`config.mk`:
```
export PLATFORM = sky130hd
export DESIGN_NAME = fwuart_tx_flat
export DESIGN_NICKNAME = d
export VERILOG_FILES = /design/src/rtl/fwuart_pkg.sv /design/src/rtl/fwuart_tx_if.sv /design/src/rtl/fwuart_tx.sv /design/src/flat_wrapper.sv
export SDC_FILE = /design/constraint.sdc
export NUM_CORES = 1
export LEC_CHECK = 0
export ABC_AREA = 1
export CORE_MARGIN = 2
export CORE_UTILIZATION = 54
export CTS_CLUSTER_DIAMETER = 100
export DETAILED_ROUTE_END_ITERATION = 10
export HOLD_SLACK_MARGIN = 0.1
export PLACE_DENSITY = 0.78
export RECOVER_POWER = 25
export SLEW_MARGIN = 20
export SYNTH_ARGS = -nofsm -noshare
export SYNTH_HDL_FRONTEND = slang
export SYNTH_SLANG_ARGS = --single-unit
```
`constraint.sdc`:
```
create_clock -name clock -period 1.8 [get_ports clock]
set_input_delay 0.18 -clock clock [delete_from_list [all_inputs] [get_ports clock]]
set_output_delay 0.18 -clock clock [all_outputs]
set_load 0.02 [all_outputs]
```
`src/rtl/fwuart_pkg.sv`:
```
`default_nettype none
// ============================================================================
// Module  : fwuart_pkg
// Brief   : Shared UART types and constants (state encoding, oversampling
//           ratio, parity codes, parity helper) for fwuart_tx / fwuart_rx.
// Revision: 1.0  initial release
// ============================================================================
package fwuart_pkg;

    // Frame sequencer states
    typedef enum logic [2:0] {
        ST_IDLE   = 3'd0,
        ST_START  = 3'd1,
        ST_DATA   = 3'd2,
        ST_PARITY = 3'd3,
        ST_STOP   = 3'd4
    } state_t;

    // Baud ticks per serial bit
    localparam int OVERSAMPLE = 16;

    // Parity selection codes
    localparam int PAR_NONE = 0;
    localparam int PAR_ODD  = 1;
    localparam int PAR_EVEN = 2;

    // Parity bit that makes the total 1s count odd (PAR_ODD) or even (other).
    // Unused upper data bits must be zero.
    function automatic logic parity_bit(input logic [7:0] data, input int mode);
        logic w_xor;
        w_xor = ^data;
        return (mode == PAR_ODD) ? ~w_xor : w_xor;
    endfunction

endpackage
`default_nettype wire

```
`src/rtl/fwuart_tx_if.sv`:
```
`default_nettype none
// ============================================================================
// Module  : fwuart_tx_if
// Brief   : Word handshake between bus-side logic (master) and the UART
//           transmit sequencer (slave).
// Revision: 1.0  initial release
// ============================================================================
interface fwuart_tx_if #(
    parameter int DATA_BITS = 8
);
    logic [DATA_BITS-1:0] dat_i;
    logic                 valid_i;
    logic                 ready_o;

    modport master (output dat_i, output valid_i, input ready_o);
    modport slave  (input dat_i, input valid_i, output ready_o);

endinterface
`default_nettype wire

```
`src/rtl/fwuart_tx.sv`:
```
`default_nettype none
// ============================================================================
// Module  : fwuart_tx
// Brief   : UART transmit sequencer. Takes one word per valid/ready handshake
//           and shifts it out on txd as start, DATA_BITS LSB-first, optional
//           parity and STOP_BITS stop bits, timed by a 16x baud tick enable.
// Revision: 1.0  initial release
// ============================================================================
module fwuart_tx
    import fwuart_pkg::*;
#(
    parameter int DATA_BITS = 8,
    parameter int PARITY    = 0,
    parameter int STOP_BITS = 1
) (
    input  wire logic      clock,
    input  wire logic      reset_n,
    input  wire logic      clock_x16,
    fwuart_tx_if.slave     bus,
    output logic           txd,
    output logic           busy_o,
    output logic           done_o
);

    localparam logic [3:0] c_TICK_LAST = 4'(OVERSAMPLE - 1);
    localparam logic [2:0] c_DATA_LAST = 3'(DATA_BITS - 1);
    localparam logic [2:0] c_STOP_LAST = 3'(STOP_BITS - 1);

    state_t               r_state;
    state_t               w_state_nxt;
    logic [3:0]           r_tick_cnt;
    logic [3:0]           w_tick_nxt;
    logic [2:0]           r_bit_cnt;
    logic [2:0]           w_bit_nxt;
    logic [DATA_BITS-1:0] r_shift;
    logic [DATA_BITS-1:0] w_shift_nxt;
    logic                 r_par;
    logic                 w_par_nxt;
    logic                 r_txd;
    logic                 w_txd_nxt;
    logic                 r_done;
    logic                 w_done_nxt;
    logic                 w_bit_end;

    // A bit ends on the tick that wraps the 16-tick counter
    assign w_bit_end = clock_x16 && (r_tick_cnt == c_TICK_LAST);

    // Next-state, counter, shifter and registered-output decode
    always_comb begin
        w_state_nxt = r_state;
        w_tick_nxt  = r_tick_cnt;
        w_bit_nxt   = r_bit_cnt;
        w_shift_nxt = r_shift;
        w_par_nxt   = r_par;
        w_done_nxt  = 1'b0;
        w_txd_nxt   = 1'b1;

        // Ticks only advance timing while a frame is running
        if (r_state != ST_IDLE && clock_x16) begin
            w_tick_nxt = r_tick_cnt + 4'd1;
        end

        case (r_state)
            ST_IDLE: begin
                // A coincident tick is dropped: the start bit counts 16 fresh ticks
                w_tick_nxt = 4'd0;
                if (bus.valid_i) begin
                    w_state_nxt = ST_START;
                    w_bit_nxt   = 3'd0;
                    w_shift_nxt = bus.dat_i;
                    w_par_nxt   = parity_bit(8'(bus.dat_i), PARITY);
                end
            end
            ST_START: begin
                if (w_bit_end) begin
                    w_state_nxt = ST_DATA;
                    w_bit_nxt   = 3'd0;
                end
            end
            ST_DATA: begin
                if (w_bit_end) begin
                    w_shift_nxt = r_shift >> 1;
                    if (r_bit_cnt == c_DATA_LAST) begin
                        w_bit_nxt   = 3'd0;
                        w_state_nxt = (PARITY != PAR_NONE) ? ST_PARITY : ST_STOP;
                    end else begin
                        w_bit_nxt = r_bit_cnt + 3'd1;
                    end
                end
            end
            ST_PARITY: begin
                if (w_bit_end) begin
                    w_state_nxt = ST_STOP;
                    w_bit_nxt   = 3'd0;
                end
            end
            ST_STOP: begin
                if (w_bit_end) begin
                    if (r_bit_cnt == c_STOP_LAST) begin
                        w_state_nxt = ST_IDLE;
                        w_bit_nxt   = 3'd0;
                        w_done_nxt  = 1'b1;
                    end else begin
                        w_bit_nxt = r_bit_cnt + 3'd1;
                    end
                end
            end
            default: begin
                w_state_nxt = ST_IDLE;
                w_tick_nxt  = 4'd0;
                w_bit_nxt   = 3'd0;
            end
        endcase

        // txd is registered, so it is decoded from where the FSM is going
        case (w_state_nxt)
            ST_START:  w_txd_nxt = 1'b0;
            ST_DATA:   w_txd_nxt = w_shift_nxt[0];
            ST_PARITY: w_txd_nxt = r_par;
            default:   w_txd_nxt = 1'b1;
        endcase
    end

    // State, counters, shifter and line output registers
    always_ff @(posedge clock or negedge reset_n) begin
        if (!reset_n) begin
            r_state    <= ST_IDLE;
            r_tick_cnt <= 4'd0;
            r_bit_cnt  <= 3'd0;
            r_shift    <= '0;
            r_par      <= 1'b0;
            r_txd      <= 1'b1;
            r_done     <= 1'b0;
        end else begin
            r_state    <= w_state_nxt;
            r_tick_cnt <= w_tick_nxt;
            r_bit_cnt  <= w_bit_nxt;
            r_shift    <= w_shift_nxt;
            r_par      <= w_par_nxt;
            r_txd      <= w_txd_nxt;
            r_done     <= w_done_nxt;
        end
    end

    assign bus.ready_o = (r_state == ST_IDLE);
    assign busy_o      = (r_state != ST_IDLE);
    assign txd         = r_txd;
    assign done_o      = r_done;

endmodule
`default_nettype wire

```
`src/flat_wrapper.sv`:
```
// flat-port wrapper written by rule: the top's interface ports become plain ports
module fwuart_tx_flat import fwuart_pkg::*;
#(
    parameter int DATA_BITS = 8,
    parameter int PARITY    = 0,
    parameter int STOP_BITS = 1
)
  (clock, reset_n, clock_x16, txd, busy_o, done_o, bus_dat_i, bus_valid_i, bus_ready_o);
  fwuart_tx_if #(.DATA_BITS(DATA_BITS)) bus_i ();
  input  wire logic clock;
  input  wire logic reset_n;
  input  wire logic clock_x16;
  output logic txd;
  output logic busy_o;
  output logic done_o;
  input wire logic [$bits(bus_i.dat_i)-1:0] bus_dat_i;
  input wire logic [$bits(bus_i.valid_i)-1:0] bus_valid_i;
  output wire logic [$bits(bus_i.ready_o)-1:0] bus_ready_o;
  assign bus_i.dat_i = bus_dat_i;
  assign bus_i.valid_i = bus_valid_i;
  assign bus_ready_o = bus_i.ready_o;
  fwuart_tx #(.DATA_BITS(DATA_BITS), .PARITY(PARITY), .STOP_BITS(STOP_BITS)) u_core (.clock(clock), .reset_n(reset_n), .clock_x16(clock_x16), .bus(bus_i), .txd(txd), .busy_o(busy_o), .done_o(done_o));
endmodule
```
=== Yosys cells after proc, flatten, opt, wreduce, memory -nomap -nowiden ===
Cells that the tools add are included.

* Register bits after elaboration: 21
* Output and inout port bits: 4
* Word-level logic and storage cells: 60

* Add/sub/neg operators: 2
* Eq/ne operators: 14
* Multiplexer cells: 24
* Reduce and logical (&&, ||, !) cells: 12

{| class="wikitable"
|+ Operators with widths
! kind !! count
|-
| $mux 3 || 13
|-
| $mux 8 || 2
|-
| $pmux 8 s2 || 1
|-
| $pmux 3 s5 || 1
|-
| $eq 3x2->1 const B || 4
|-
| $pmux 3 s4 || 1
|-
| $mux 4 || 2
|-
| $ne 2x1->1 const B || 4
|-
| $reduce_xor 8->1 || 1
|-
| $eq 3x1->1 const B || 2
|-
| $eq 3x3->1 const B || 2
|-
| $logic_not 3->1 || 2
|-
| $add 4x1->4 const B || 1
|-
| $eq 4x4->1 const B || 1
|-
| $reduce_and 4->1 || 1
|-
| $reduce_or 4->1 || 1
|-
| $add 3x1->3 const B || 1
|-
| $mux 1 || 3
|-
| $pmux 1 s3 || 1
|-
| $reduce_and 3->1 || 1
|-
| $reduce_bool 3->1 || 1
|-
| $logic_and 1x1->1 || 2
|-
| $ne 2x2->1 const B || 1
|-
| $reduce_and 2->1 || 1
|-
| 2 further kinds || 2
|}

=== Logic depth before layout (Yosys ltp) ===
Gate-level depths: netlist of the first run.

* Depth in word-level cells: 6
* Depth in mapped cells: 10
* Gate-level depth less buffers: 10

=== Worst setup path after synthesis of the first run ===
No wires, ideal clock.

* Path kind: reg2reg
* Start point: register u_core.r_tick_cnt[0]
* End point: register u_core.r_txd (netlist: u_core.txd)
* Arrival: 1.201 ns
* Required time: 1.724 ns
* Slack: 0.522 ns
* Cell stages (with the launch flop): 10
* Buffers on the path: 0
* Clock period less this slack: 1.278 ns
* Cell sequence: dfrtp_1 -> ha_1 -> nand2_1 -> nor2_4 -> nand2_4 -> clkinv_4 -> nand2_1 -> nand3_2 -> nor2_1 -> nand2_1

* Word-level cells in the longest chain between the ends: 6

{| class="wikitable"
|+ RTL lines
! item !! line !! RTL
|-
| from (decl) || fwuart_tx.sv:31 || <nowiki>logic [3:0] r_tick_cnt;</nowiki>
|-
| from (signal assigned) || fwuart_tx.sv:136 || <nowiki>r_tick_cnt <= w_tick_nxt;</nowiki>
|-
| $eq 4x4->1 (*) || fwuart_tx.sv:46 || <nowiki>assign w_bit_end = clock_x16 && (r_tick_cnt == c_TICK_LAST);</nowiki>
|-
| $logic_and 1x1->1 (*) || fwuart_tx.sv:46 ||
|-
| $mux 3 (on tied branches) || n/a ||
|-
| $pmux 3 s5 (*) || fwuart_tx.sv:63 || <nowiki>case (r_state)</nowiki>
|-
| named net u_core.w_state_nxt[2] || fwuart_tx.sv:30 || <nowiki>state_t w_state_nxt;</nowiki>
|-
| $eq 3x2->1 or $eq 3x1->1 (tied branches) || fwuart_tx.sv:116 || <nowiki>case (w_state_nxt)</nowiki>
|-
| $pmux 1 s3 (*) || fwuart_tx.sv:116 ||
|-
| named net u_core.w_txd_nxt || fwuart_tx.sv:40 || <nowiki>logic w_txd_nxt;</nowiki>
|-
| to (signal assigned) || fwuart_tx.sv:140 || <nowiki>r_txd <= w_txd_nxt;</nowiki>
|-
| to (decl) || fwuart_tx.sv:39 || <nowiki>logic r_txd;</nowiki>
|}

The timed path passes the listed nets; every way through them passes the cells marked *. The select of a mux whose other input is x is not followed.
A chain may end at the register's enable or synchronous reset.

=== Worst setup path in the final report of the first run ===
* Start point: register u_core.r_txd (netlist: u_core.txd)
* End point: output txd

{| class="wikitable"
|+ RTL lines
! item !! line !! RTL
|-
| to (decl) || flat_wrapper.sv:13 || <nowiki>output logic txd;</nowiki>
|}

No word-level cell between the ends.

==> results of run 1 <==
cell type report:
class                      count  area [um^2]  area share (%)
sequential                    21        529.3           35.73
inverter                      22        87.58           5.912
clock buffer                   4        26.28           1.774
timing repair buffer          16        155.1           10.47
multi-input combinational    115        648.1           43.75
tap                           28        35.03           2.365
Yosys cell counts:
cell / instances / area share (%)
nor4_1: 1 / 0.50
o21ai_0: 5 / 2.0
inv_1: 19 / 5.7
o31ai_1: 1 / 0.60
nand3_4: 1 / 1.4
nand3_1: 15 / 6.0
clkinv_4: 1 / 0.70
a22oi_1: 5 / 3.0
nand2_2: 1 / 0.50
o211ai_1: 1 / 0.60
nand3_2: 2 / 1.6
xor2_1: 4 / 2.8
xnor2_1: 4 / 2.8
a21oi_4: 1 / 1.3
dfrtp_1: 20 / 40
a21oi_1: 4 / 1.6
a21boi_0: 1 / 0.60
nor2_2: 2 / 0.99
nand2_4: 2 / 1.8
nor2_4: 1 / 0.90
inv_2: 2 / 0.60
ha_1: 4 / 4.0
nand2_1: 49 / 15
dfstp_2: 1 / 2.1
nor2_1: 9 / 2.7
nand4_1: 2 / 0.99
state kept, by name (all words and copies together) (netlist names):
name               count
u_core.done_o          1
u_core.r_bit_cnt       3
u_core.r_par           1
u_core.r_shift         8
u_core.r_state         3
u_core.r_tick_cnt      4
u_core.txd             1
power by group through the flow:
| stage | Clock (mW) | Sequential, mW | Combinational (mW) |
|---|---|---|---|
| detailed placement | 0 | 0.796 | 0.664 |
| global placement | 0 | 0.789 | 0.634 |
| global route | 0.258 | 0.817 | 0.757 |
| finish | 0.238 | 0.796 | 0.655 |
| floorplan | 0 | 0.777 | 0.467 |
| CTS | 0.239 | 0.791 | 0.665 |
final timing paths:
kind	to	slack (ns)
worst max-delay path	txd	0.19
worst min-delay path	u_core.r_par	0.50
worst max register to register	u_core.txd	0.35
worst min register to register	u_core.r_par	0.50
max in group asynchronous	u_core.r_state[1]	0.45
min in group asynchronous	u_core.r_tick_cnt[0]	0.59
cells by family after synthesis:
| family | count (synthesis) |
|---|---|
| flops | 21 |
| compound gates | 18 |
| fa+ha+maj | 4 |
| simple gates | 85 |
| buf+inv | 22 |
| xor+xnor | 8 |
per-stage QoR:
stage / area (um^2) / hold WS (ns) / total power [mW]
2_1_floorplan: 1257 / -0.1156 / 1.244
3_3_place_gp: 1450 / 0.4712 / 1.423
3_5_place_dp: 1450 / 0.4795 / 1.460
4_1_cts: 1481 / 0.2015 / 1.694
5_1_grt: 1481 / 0.5294 / 1.833
6_report: 1481 / 0.5019 / 1.689
placed cells by master (no fill, tap or decap), types with 3 or more instances in the layout:
master	count
inv_2	3
a22oi_1	5
nand2_1	49
dfrtp_1	18
inv_1	18
a21oi_1	4
xnor2_1	4
nand3_1	15
nor2_1	9
ha_1	4
xor2_1	4
clkdlybuf4s50_1	12
clkbuf_4	3
o21ai_0	5
layer usage:
layer	vias to the layer above	wire length [um]	track usage [%]
met3	4	115	2.571
li1	557	-	-
met4	0	27	6.838
met5	-	0	0
met1	519	1158	27.04
met2	29	1239	36.29
what timing repair did:
| item | 4_1_cts | 5_1_grt |
|---|---|---|
| pin swaps | 0 | 0 |
| endpoints found under the setup margin | 2 | 1 |
| resized for setup | 4 | 2 |
==> qor.txt, run 1 <==
Critical-path cell list - clkdlybuf4s50_1
Vias in the first global route - 1023
Max-slew violations - 0
Worst Hold Class - reg -> reg
Final GP Congestion - 0.8806
Avg Cell Area, Syn - 7.959 um^2
Global-route wire length before repair - 4.229 mm
# IOs - 16
# DRC - 0
I/O Buffers - 15
Htree depth - 1
Sw frac - 39.66%
Max VDD drop - 0.9444 mV
Hold Buf Count CTS - 0
Combinational Power Share - 38.8%
Share of cells above drive strength 1 - 11.24%
Die X - 52.26 um
Lkg Pwr - 0.7555 nW
Crit path launch - u_core.txd
R2R cell count - 10
Max cap viols - 0
DRT iter0 DRCs - 33
Yosys warns - 0
Clock Power Share - 14.1%
Routed length per placed instance - 12.33 um
Total Wirelength - 2.540 mm
Layout Utilization - 66.97%
Crit path max-delay family - buffers and inverters
Final Skew - 0.003055 ns
Max Clk Rate - 619.4 MHz
Critical-path top delay cell - clkdlybuf4s50_1
Min-delay src - u_core.r_par
Startpoint Class - flip-flop
Initial antenna violation count - 0
P_int - 1.019 mW
Setup Crit Path Kind - reg -> out
Synth-to-Final Area Change - 17.81%
Sequential area share after synthesis - 41.89%
Synth Cell Area - 1257 um^2
Largest family of logic cells by synthesized area - simple AND/OR/NAND/NOR gates
Synth Area in Compound Gates - 9.652%
Synth Area in Adders - 3.980%
Critical path buffer and inverter count - 1
Post-synthesis register bit count - 21
Slowest stage delay, CP - 0.59 ns
Rel. slew slack - 23.60%
Distinct cells, synth - 26
Vert. Die Dim - 52.26 um
Number of antenna diodes - 0
Critical R2R Launch - u_core.r_tick_cnt[0]
CTS tree - done
Endpoints failing hold - 0
Status - finished, final reports clean
# fillers - 192
Clock Latency Late Sink - 0.31 ns
Post-synthesis xor/xnor area fraction - 5.572%
Starting Density - 56.84%
Initial DRT Pass Iterations - 4
Clk slew on worst S/H paths - 0.12 ns
Crit path max fanout - 1
Dpl hpwl - 1.987 mm
Gr ovfl total - 0
Fin worst setup slack - 0.1854 ns
Row cnt - 17
Final setup viols - 0
Critical path arrival - 1.43 ns
Largest net degree at the start of global routing - 22
Vias per inst - 5.383
Crit share post-route - 89.70%
Crit. End Element - output pin
RSZ-0062 raised after global routing - no
Root buf cell - clkbuf_4
Sequential Power Share - 47.1%
Mapped Cells - 158
CTS Sinks - 21
Syn nets - 174
Required @ worst endpoint - 1.62 ns
Slew @ Worst Pin - 1.146 ns
Post-synthesis mux area share - 0%
Dpl ws - 0.2046 ns
Final min period - 1.615 ns
Hold Path Depth - 2
Die area - 2731 um^2
Inst Count DP - 202
DRT antenna net count - 0
Stages on the worst setup path - 1
P_sw - 0.6697 mW
Total CTS buffers - 3
Synth Area in Simple Gates - 31.94%
Postcts setup bufs - 0
Final net count - 195
Via count - 1109
Setup TNS - 0 ns
GRT Util Overall - 20.91%
Core Area - 2212 um^2
Buffer depth of the longest clock path - 2
Layout Cells excl Fill - 206
Pwr Density - 1140 nW/um^2
Power figures use the tool's default switching activity.
==> run 2: changes to the inputs <==
- GPL_TIMING_DRIVEN: unset -> 0
==> run 2 against run 1 <==
- global-route usage increased by 1.1 points
- die area unchanged
- sequential power about the same
- highest routed layer unchanged
==> qor.txt, run 2 (synthesis results as in run 1) <==
Vias in the first global route - 1068 (was 1023)
Number of antenna diodes - 0 (unchanged)
DR WL met3 - 71 um (was 115 um)
FF-to-FF setup slack - 0.35 ns (about the same)
Htree depth - 1 (unchanged)
# fillers - 187 (was 192)
Final min period - 1.738 ns (was 1.615 ns)
Initial antenna violation count - 0 (unchanged)
Inst Count DP - 201 (was 202)
I/O Buffers - 15 (unchanged)
Gr ovfl total - 0 (unchanged)
Reg with most FFs - u_core.r_shift (unchanged)
Vias per inst - 5.156 (was 5.383)
Global-route wire length before repair - 4.512 mm (was 4.229 mm)
Hold Buf Count CTS - 0 (unchanged)
WL met2 - 1.250 mm (was 1.239 mm)
Root buf cell - clkbuf_4 (unchanged)
RSZ-0062 raised after global routing - no (unchanged)
Status - finished, final reports clean (unchanged)
Startpoint Class - flip-flop (unchanged)
# IOs - 16 (unchanged)
Total Wirelength - 2.493 mm (was 2.540 mm)
Lkg Pwr - 0.7530 nW (was 0.7555 nW)
Final net count - 194 (was 195)
Required @ worst endpoint - 1.62 ns (about the same)
Max reg flops - 8 (unchanged)
Clock Latency Late Sink - 0.29 ns (was 0.31 ns)
CTS Sinks - 21 (unchanged)
DRT antenna net count - 0 (unchanged)
Buffer depth of the longest clock path - 2 (unchanged)
Worst Hold Class - in -> async (was reg -> reg)
Largest net degree at the start of global routing - 22 (unchanged)
Final setup viols - 0 (unchanged)
Max cap viols - 0 (unchanged)
Routed length per placed instance - 12.16 um (was 12.33 um)
Crit share post-route - 96.56% (was 89.70%)
Final GP Congestion - 0.8200 (was 0.8806)
Max VDD drop - 0.7299 mV (was 0.9444 mV)
Die X - 52.26 um (unchanged)
Most common cell after layout, fill and taps aside - nand2_1 (unchanged)
Row cnt - 17 (unchanged)
GRT Util Overall - 22.01% (was 20.91%)
Layout Cells excl Fill - 205 (was 206)
Max Clk Rate - 575.3 MHz (was 619.4 MHz)
DRT iter0 DRCs - 29 (was 33)
Crit path max fanout - 6 (was 1)
Crit. End Element - output pin (unchanged)
Via count - 1057 (was 1109)
Slew @ Worst Pin - 0.9406 ns (was 1.146 ns)
Total CTS buffers - 3 (unchanged)
Setup Crit Path Kind - reg -> out (unchanged)
Dpl hpwl - 1.958 mm (was 1.987 mm)
Clk slew on worst S/H paths - 0.12 ns (about the same)
Most frequent cells in the layout - nand2_1, inv_1, dfrtp_1 (unchanged)
Vert. Die Dim - 52.26 um (unchanged)
Starting Density - 56.84% (unchanged)
Initial DRT Pass Iterations - 4 (unchanged)
Max-slew violations - 0 (unchanged)
Synth-to-Final Area Change - 17.31% (was 17.81%)
CTS tree - done (unchanged)
Wl on met1 - 1.155 mm (was 1.158 mm)
Setup TNS - 0 ns (unchanged)
Die area - 2731 um^2 (unchanged)
Regs by FF count - u_core.r_shift: 8 flops, u_core.r_tick_cnt: 4 flops (unchanged)
Share of cells above drive strength 1 - 11.30% (was 11.24%)
Pwr Density - 1136 nW/um^2 (was 1140 nW/um^2)
Final Skew - 0.002123 ns (was 0.003055 ns)
Top Layer Used - met4 (unchanged)
Endpoints failing hold - 0 (unchanged)
Core Area - 2212 um^2 (unchanged)
# DRC - 0 (unchanged)
Rel. slew slack - 37.09% (was 23.60%)
Critical path arrival - 1.56 ns (was 1.43 ns)
run 2: changes by cell type in the layout (fill, tap and decap cells not counted):
cell	before	now
dlymetal6s2s_1	1	0
clkdlybuf4s50_1	12	13
clkbuf_1	2	1
run 2: timing repair:
| item | 4_1_cts | 5_1_grt |
|---|---|---|
| pin swaps | 0 | 0 |
| setup buffers | 0 | 0 |
| endpoints found under the setup margin | 2 | 1 |
| resized for setup | 4 | 1 |
run 2: worst paths after layout:
check	start	to	cells after the start
hold reg to reg	u_core.r_tick_cnt[0]	u_core.r_tick_cnt[0]	1
setup reg to reg	u_core.r_tick_cnt[0]	u_core.txd	9
hold / removal	reset_n	u_core.r_tick_cnt[1]	1
min in group clock	u_core.r_tick_cnt[0]	u_core.r_tick_cnt[0]	1
max in group asynchronous	reset_n	u_core.r_state[0]	1
setup / recovery	u_core.r_state[0]	busy_o	3
run 2: critical path, cell delays in order, from the launching register on:
cell and delay, ns:
dfrtp_2 0.48, nor2_4 0.16, nand2_4 0.08, clkdlybuf4s50_1 0.54
run 2: area by class of cell:
type / count / area (um^2) / area share, %
clock buffers: 4 / 26.28 / 1.781
repair buffers: 15 / 148.9 / 10.09
flip-flops and latches: 21 / 529.3 / 35.88
well taps: 28 / 35.03 / 2.375
multi-input cells: 115 / 648.1 / 43.94
inverters: 22 / 87.58 / 5.937
run 2: per-stage QoR:
stage	area, um^2	hold slack (ns)	power (mW)	worst slack [ns]	util [%]
after floorplan	1257	-0.1156	1.244	0.5223	-
after global placement	1443	0.4749	1.412	0.2213	65.21
after detailed placement	1443	0.4880	1.457	0.2076	65.21
after CTS	1474	0.4280	1.686	0.04646	66.63
after global routing	1475	0.5257	1.825	0.0002165	66.69
final	1475	0.4613	1.676	0.06191	66.69
run 2: power by group:
group	switching (mW)	leakage (nW)	internal, mW	total, mW
sequential	0.133	0.262	0.663	0.796
clock	0.140	0.0150	0.0861	0.226
combinational	0.385	0.476	0.270	0.655
total	0.657	0.753	1.02	1.68
run 2: metal layers:
layer	vias to the layer above	GRT usage (%)
met5	-	0
met4	0	6.410
met3	2	2.571
met2	16	38.61
met1	486	28.44
li1	553	-
